[src/rtl/multicycle_control.sv]
// multicycle_control
//   Multi-cycle MIPS control unit. A state machine walks each instruction
//   through fetch, decode, execute, memory and write-back cycles on a shared
//   ALU and a unified memory. Memory accesses wait on MemReady. A bounded
//   wait counter traps stalled accesses. The unit also counts retired
//   instructions.
//
// Ports
//   Clk, Reset_n      clock (rising edge), asynchronous active-low reset
//   Opcode[5:0]       Instruction[31:26] from the instruction register
//   MemReady          memory finishes the current read/write this cycle
//   PCWrite .. ALUSrcA  1-bit datapath strobes and mux selects
//   ALUSrcB[1:0]      00 B, 01 const 4, 10 sign-ext imm, 11 imm<<2
//   PCSource[1:0]     00 ALU result, 01 ALUOut, 10 jump target
//   ALUOp             0 add, 1 sub, 2 funct, 4 addi, 5 addiu, 6 andi, 7 ori
//   State[3:0]        current state, for debug
//   Trap              illegal opcode or memory timeout (held until reset)
//   InstrCount        retired instructions, wraps
module multicycle_control #(
    parameter int ALUOP_WIDTH = 4,
    parameter int MEM_TIMEOUT = 15,
    parameter int CNT_WIDTH   = 32
) (
    input  logic                   Clk,
    input  logic                   Reset_n,
    input  logic [5:0]             Opcode,
    input  logic                   MemReady,
    output logic                   PCWrite,
    output logic                   PCWriteCond,
    output logic                   IorD,
    output logic                   MemRead,
    output logic                   MemWrite,
    output logic                   IRWrite,
    output logic                   MemtoReg,
    output logic                   RegDst,
    output logic                   RegWrite,
    output logic                   ALUSrcA,
    output logic [1:0]             ALUSrcB,
    output logic [1:0]             PCSource,
    output logic [ALUOP_WIDTH-1:0] ALUOp,
    output logic [3:0]             State,
    output logic                   Trap,
    output logic [CNT_WIDTH-1:0]   InstrCount
);

    localparam logic [5:0] OP_RTYPE = 6'b000000;
    localparam logic [5:0] OP_LW    = 6'b100011;
    localparam logic [5:0] OP_SW    = 6'b101011;
    localparam logic [5:0] OP_BEQ   = 6'b000100;
    localparam logic [5:0] OP_J     = 6'b000010;
    localparam logic [5:0] OP_ADDI  = 6'b001000;
    localparam logic [5:0] OP_ADDIU = 6'b001001;
    localparam logic [5:0] OP_ANDI  = 6'b001100;
    localparam logic [5:0] OP_ORI   = 6'b001101;

    localparam logic [ALUOP_WIDTH-1:0] ALU_ADD   = ALUOP_WIDTH'(4'b0000);
    localparam logic [ALUOP_WIDTH-1:0] ALU_SUB   = ALUOP_WIDTH'(4'b0001);
    localparam logic [ALUOP_WIDTH-1:0] ALU_FUNCT = ALUOP_WIDTH'(4'b0010);
    localparam logic [ALUOP_WIDTH-1:0] ALU_ADDI  = ALUOP_WIDTH'(4'b0100);
    localparam logic [ALUOP_WIDTH-1:0] ALU_ADDIU = ALUOP_WIDTH'(4'b0101);
    localparam logic [ALUOP_WIDTH-1:0] ALU_ANDI  = ALUOP_WIDTH'(4'b0110);
    localparam logic [ALUOP_WIDTH-1:0] ALU_ORI   = ALUOP_WIDTH'(4'b0111);

    // The wait counter never exceeds MEM_TIMEOUT: reaching it traps.
    localparam int WCW = (MEM_TIMEOUT < 2) ? 1 : $clog2(MEM_TIMEOUT + 1);

    typedef enum logic [3:0] {
        S_FETCH   = 4'd0,
        S_DECODE  = 4'd1,
        S_MEMADDR = 4'd2,
        S_MEMRD   = 4'd3,
        S_MEMWB   = 4'd4,
        S_MEMWR   = 4'd5,
        S_EXEC    = 4'd6,
        S_RWB     = 4'd7,
        S_BRANCH  = 4'd8,
        S_JUMP    = 4'd9,
        S_IEXEC   = 4'd10,
        S_IWB     = 4'd11,
        S_TRAP    = 4'd12
    } state_t;

    state_t         state;
    logic [WCW-1:0] wcnt;
    logic           timeout_hit;

    // A ready cycle wins over the limit, so this is only consulted when
    // MemReady is low.
    assign timeout_hit = (MEM_TIMEOUT != 0) && (wcnt == WCW'(MEM_TIMEOUT));

    always_ff @(posedge Clk or negedge Reset_n) begin
        if (!Reset_n) begin
            state      <= S_FETCH;
            wcnt       <= '0;
            InstrCount <= '0;
        end else begin
            // Every state change clears the counter. The wait branches
            // below override this.
            wcnt <= '0;
            case (state)
                S_FETCH: begin
                    if (MemReady)         state <= S_DECODE;
                    else if (timeout_hit) state <= S_TRAP;
                    else                  wcnt  <= wcnt + WCW'(1);
                end
                S_DECODE: begin
                    case (Opcode)
                        OP_LW, OP_SW:                       state <= S_MEMADDR;
                        OP_RTYPE:                           state <= S_EXEC;
                        OP_BEQ:                             state <= S_BRANCH;
                        OP_J:                               state <= S_JUMP;
                        OP_ADDI, OP_ADDIU, OP_ANDI, OP_ORI: state <= S_IEXEC;
                        default:                            state <= S_TRAP;
                    endcase
                end
                S_MEMADDR: state <= (Opcode == OP_SW) ? S_MEMWR : S_MEMRD;
                S_MEMRD: begin
                    if (MemReady)         state <= S_MEMWB;
                    else if (timeout_hit) state <= S_TRAP;
                    else                  wcnt  <= wcnt + WCW'(1);
                end
                S_MEMWR: begin
                    if (MemReady) begin
                        state      <= S_FETCH;
                        InstrCount <= InstrCount + CNT_WIDTH'(1);
                    end else if (timeout_hit) begin
                        state <= S_TRAP;
                    end else begin
                        wcnt <= wcnt + WCW'(1);
                    end
                end
                S_EXEC:  state <= S_RWB;
                S_IEXEC: state <= S_IWB;
                S_MEMWB, S_RWB, S_BRANCH, S_JUMP, S_IWB: begin
                    state      <= S_FETCH;
                    InstrCount <= InstrCount + CNT_WIDTH'(1);
                end
                S_TRAP:  state <= S_TRAP;
                default: state <= S_TRAP;
            endcase
        end
    end

    // Control decode is combinational from state. It is Mealy on MemReady
    // in FETCH. Reset forces every strobe low, even though the state
    // register already reads FETCH.
    always_comb begin
        PCWrite     = 1'b0;
        PCWriteCond = 1'b0;
        IorD        = 1'b0;
        MemRead     = 1'b0;
        MemWrite    = 1'b0;
        IRWrite     = 1'b0;
        MemtoReg    = 1'b0;
        RegDst      = 1'b0;
        RegWrite    = 1'b0;
        ALUSrcA     = 1'b0;
        ALUSrcB     = 2'b00;
        PCSource    = 2'b00;
        ALUOp       = ALU_ADD;
        if (Reset_n) begin
            case (state)
                S_FETCH: begin
                    MemRead = 1'b1;
                    ALUSrcB = 2'b01;
                    IRWrite = MemReady;
                    PCWrite = MemReady;
                end
                S_DECODE:  ALUSrcB = 2'b11;
                S_MEMADDR: begin
                    ALUSrcA = 1'b1;
                    ALUSrcB = 2'b10;
                end
                S_MEMRD: begin
                    MemRead = 1'b1;
                    IorD    = 1'b1;
                end
                S_MEMWB: begin
                    RegWrite = 1'b1;
                    MemtoReg = 1'b1;
                end
                S_MEMWR: begin
                    MemWrite = 1'b1;
                    IorD     = 1'b1;
                end
                S_EXEC: begin
                    ALUSrcA = 1'b1;
                    ALUOp   = ALU_FUNCT;
                end
                S_RWB: begin
                    RegWrite = 1'b1;
                    RegDst   = 1'b1;
                end
                S_BRANCH: begin
                    ALUSrcA     = 1'b1;
                    ALUOp       = ALU_SUB;
                    PCWriteCond = 1'b1;
                    PCSource    = 2'b01;
                end
                S_JUMP: begin
                    PCWrite  = 1'b1;
                    PCSource = 2'b10;
                end
                S_IEXEC: begin
                    ALUSrcA = 1'b1;
                    ALUSrcB = 2'b10;
                    case (Opcode)
                        OP_ADDI:  ALUOp = ALU_ADDI;
                        OP_ADDIU: ALUOp = ALU_ADDIU;
                        OP_ANDI:  ALUOp = ALU_ANDI;
                        OP_ORI:   ALUOp = ALU_ORI;
                        default:  ALUOp = ALU_ADD;
                    endcase
                end
                S_IWB:   RegWrite = 1'b1;
                default: ;
            endcase
        end
    end

    assign State = state;
    assign Trap  = Reset_n && (state == S_TRAP);

endmodule

[config.mk]
export PLATFORM = sky130hd
export DESIGN_NAME = multicycle_control
export DESIGN_NICKNAME = d
export VERILOG_FILES = /design/src/rtl/multicycle_control.sv
export SDC_FILE = /design/constraint.sdc
export NUM_CORES = 1
export LEC_CHECK = 0
export CORE_ASPECT_RATIO = 1.1
export CORE_MARGIN = 1
export CORE_UTILIZATION = 30
export DETAILED_ROUTE_END_ITERATION = 16
export GPL_ROUTABILITY_DRIVEN = 0
export HOLD_SLACK_MARGIN = 0.1
export PLACE_DENSITY = 0.64
export SLEW_MARGIN = 20
export SYNTH_ARGS = -nofsm -noshare
export SYNTH_HDL_FRONTEND = slang
export SYNTH_SLANG_ARGS = --single-unit
[constraint.sdc]
create_clock -name Clk -period 2.6 [get_ports Clk]
set_clock_uncertainty 0.2 [all_clocks]
set_input_delay 0.52 -clock Clk [delete_from_list [all_inputs] [get_ports Clk]]
set_output_delay 0.52 -clock Clk [all_outputs]
set_load 0.02 [all_outputs]
==> impl_metrics.yaml <==
logic_synthesis:
  ys_types: 48
  ys.warnings.count: 0
  synth_edf_count: 0
  synthesis.nets: 259
  ys.flop_type: "dfrtp_1"
  avgSynthCellArea_um2: 9.682
  synth_compound_area_frac: 0.07608
  synth_adder_area_share: 0.01042
  ys_ff_latch: 40
  syn_area_um2: 2401
  synth_xor_area_frac: 0.1277
  yosys.area_share.simple: 0.3168
  synth_top_family_by_area: "simple AND/OR/NAND/NOR gates"
  ys_seq_area_frac: 0.4169
  synthCells: 248
  synthMuxAreaShare: 0.008859
  synthArstFlopShare: 1.000
power:
  clockPowerShare: 0.191
  p_int_mw: 1.560
  p_seq_frac: 0.331
  p_sw_mw: 1.031
  pwr-share-comb: 0.478
  ir_worst_vdd_mv: 0.4691
  power.density_nw_per_um2: 757.0
  power.leakage_nw: 1.406
  power_mw: 2.591
  p_sw_frac: 0.3979
timing:
  finalHoldViolations: 0
  setup_violations: 0
  rsz0062_at_grt: "no"
  worst_pin_slew_ns: 0.5426
  holdWs_ns: 0.1136
  slew_headroom: 0.6382
  drv_slew: 0
  period_minus_slack_ns: 2.527
  finalCritPeriodShare: 0.9718
  max_freq_mhz: 395.8
placement:
  post-place-cells: 427
  place_area_um2: 3296
  port_buffers: 62
  dpl.hpwl_um: 4479
grt:
  antenna_found_initial: 0
  track_usage: 0.1552
  grt_pass1_wl_um: 10300
  grt_max_degree: 33
  grt_remaining_overflow: 0
  grt_pass1_vias: 2125
cells_and_area:
  syn_to_final_growth_pct: 42.52
  mostFrequentLayoutCell: "clkdlybuf4s50_1"
  diodes: 0
  fin_util: 0.4504
  final_cell_mix: "clkdlybuf4s50_1 (41), dfrtp_1 (39), buf_4 (27), nand2_1 (20), nor2_1 (19)"
  instances_no_fill: 436
  fin_nets: 341
  fillCellCount: 753
  design_area_um2: 3422
  post_route_cells_drive_above_1_share: 0.1813
setup_path:
  cp_cell_sequence: "clkdlybuf4s50_1 -> nor4b_4 -> buf_4 -> and4_1 -> a21o_1 -> buf_4"
  max_stage_delay_ns: 0.46
  arrival_ns: 1.81
  path_buf_inv: 3
  critPathMostFrequentCell: "buf_4"
  cp_max_fo: 3
  path_class: "in2out"
  slowest_stage: "clkdlybuf4s50_1"
  reg2reg_slack_ns: 0.31
  crit_family: "buffers and inverters"
  end_kind: "output pin"
  crit_required_ns: 1.88
  crit_path_start_kind: "input port"
route:
  post_drt_wl_per_cell_um: 14.05
  vias: 2185
  drc: 0
  drt-pass1-iter-count: 4
  routed.top_layer: "met4"
  drt_first_iter_violations: 74
  wl_met2_um: 2870
  final_antenna_net_count: 0
  drt_wl_total_um: 6127
  wl_met3_um: 343
  vias_per_cell: 5.011
  wl_met1_um: 2812
cts:
  cts_tree: "built"
  cts_sinks: 40
  holdBufCountCts: 0
  cts_max_level: 2
  cts_made_buffers: 5
  clock_path_buffers: 2
  cts-root-buf: "clkbuf_8"
  clock_latency_ns: 0.29
  path_clk_slew_ns: 0.08
min_path:
  hold_path_class: "in2async"
floorplanning:
  io_pins: 64
  die_x_um: 87.30
  start_util: 0.3160
  dieHeight_um: 95.83
  die_area_um2: 8366
  rows: 33
  coreArea_um2: 7597
run:
  cap_violations: 0
run_status:
  status: "completed"
==> final timing paths <==
kind,cells after the start,start,end
worst max-delay path,6,Opcode[4],ALUOp[0]
worst min-delay path,2,Reset_n,wcnt[2]
worst max register to register,7,State[0],InstrCount[13]
worst min register to register,1,wcnt[0],wcnt[0]
max in group asynchronous,2,Reset_n,InstrCount[4]
min in group Clk,1,wcnt[0],wcnt[0]
==> synth_stat cells (all sizes together) (2+ instances only) <==
cell type	count	area share
o21ai	5	0.010
ha	2	0.010
xnor2	18	0.066
nor2	19	0.030
and2	7	0.018
dfrtp	40	0.42
inv	4	0.0063
xor2	17	0.062
a31oi	2	0.0052
and3	9	0.023
nand4b	2	0.0073
and4	5	0.018
a2bb2oi	2	0.0073
nor4b	2	0.0073
o211ai	3	0.0094
o22ai	2	0.0052
nand3	10	0.021
nand4	13	0.034
a21oi	3	0.0063
clkbuf	5	0.0083
buf	10	0.027
nand2	20	0.031
nor4	11	0.052
nor3	16	0.048
nor2b	5	0.013
==> cells by family (layout without fill, tap and decap cells) <==
group	count (synthesis)	in the layout
compound gates	26	26
buf+inv	19	102
other cells	1	1
flops	40	40
mux	2	2
xor+xnor	35	35
fa+ha+maj	2	2
simple gates	123	123
==> area by class of cell <==
| cell class | count | area [µm²] | area share |
|---|---|---|---|
| clock inverters | 2 | 35.03 | 0.01024 |
| inverters | 4 | 15.01 | 0.004388 |
| repair buffers | 90 | 843.3 | 0.2464 |
| clock buffers | 6 | 72.57 | 0.02121 |
| multi-input cells | 189 | 1323 | 0.3865 |
| well taps | 105 | 131.4 | 0.03839 |
| flip-flops and latches | 40 | 1002 | 0.2929 |
==> registers in the layout, summed over array words and instances (netlist names) <==
name        cells
wcnt            4
State           4
InstrCount     32
==> metal layers <==
layer	up-vias	global-route usage
met4	0	0.04918
met2	67	0.2526
met5	-	0
met1	1057	0.2084
li1	1051	-
met3	10	0.02916
==> metrics by stage <==
stage               worst slack (ns)  setup TNS, ns
floorplan                     0.1354              0
global placement             -0.4584         -1.152
detailed placement           -0.4851         -1.229
CTS                         0.001154              0
global route                0.001179              0
finish                       0.07330              0
==> power by group through the flow <==
stage | logic, mW | registers, mW | clock network, mW
5_1_grt | 1.34 | 0.879 | 0.542
2_1_floorplan | 0.638 | 0.942 | 0
6_report | 1.24 | 0.856 | 0.496
4_1_cts | 1.25 | 0.856 | 0.513
3_5_place_dp | 1.27 | 0.866 | 0
3_3_place_gp | 1.26 | 0.861 | 0
==> repair_timing <==
item / in CTS / in global routing
pin swaps: 1 / 1
setup buffers: 0 / 1
gates resized for setup: 25 / 9
endpoints found under the setup margin: 16 / 6
No activity file was read; power rests on OpenSTA's default activity.
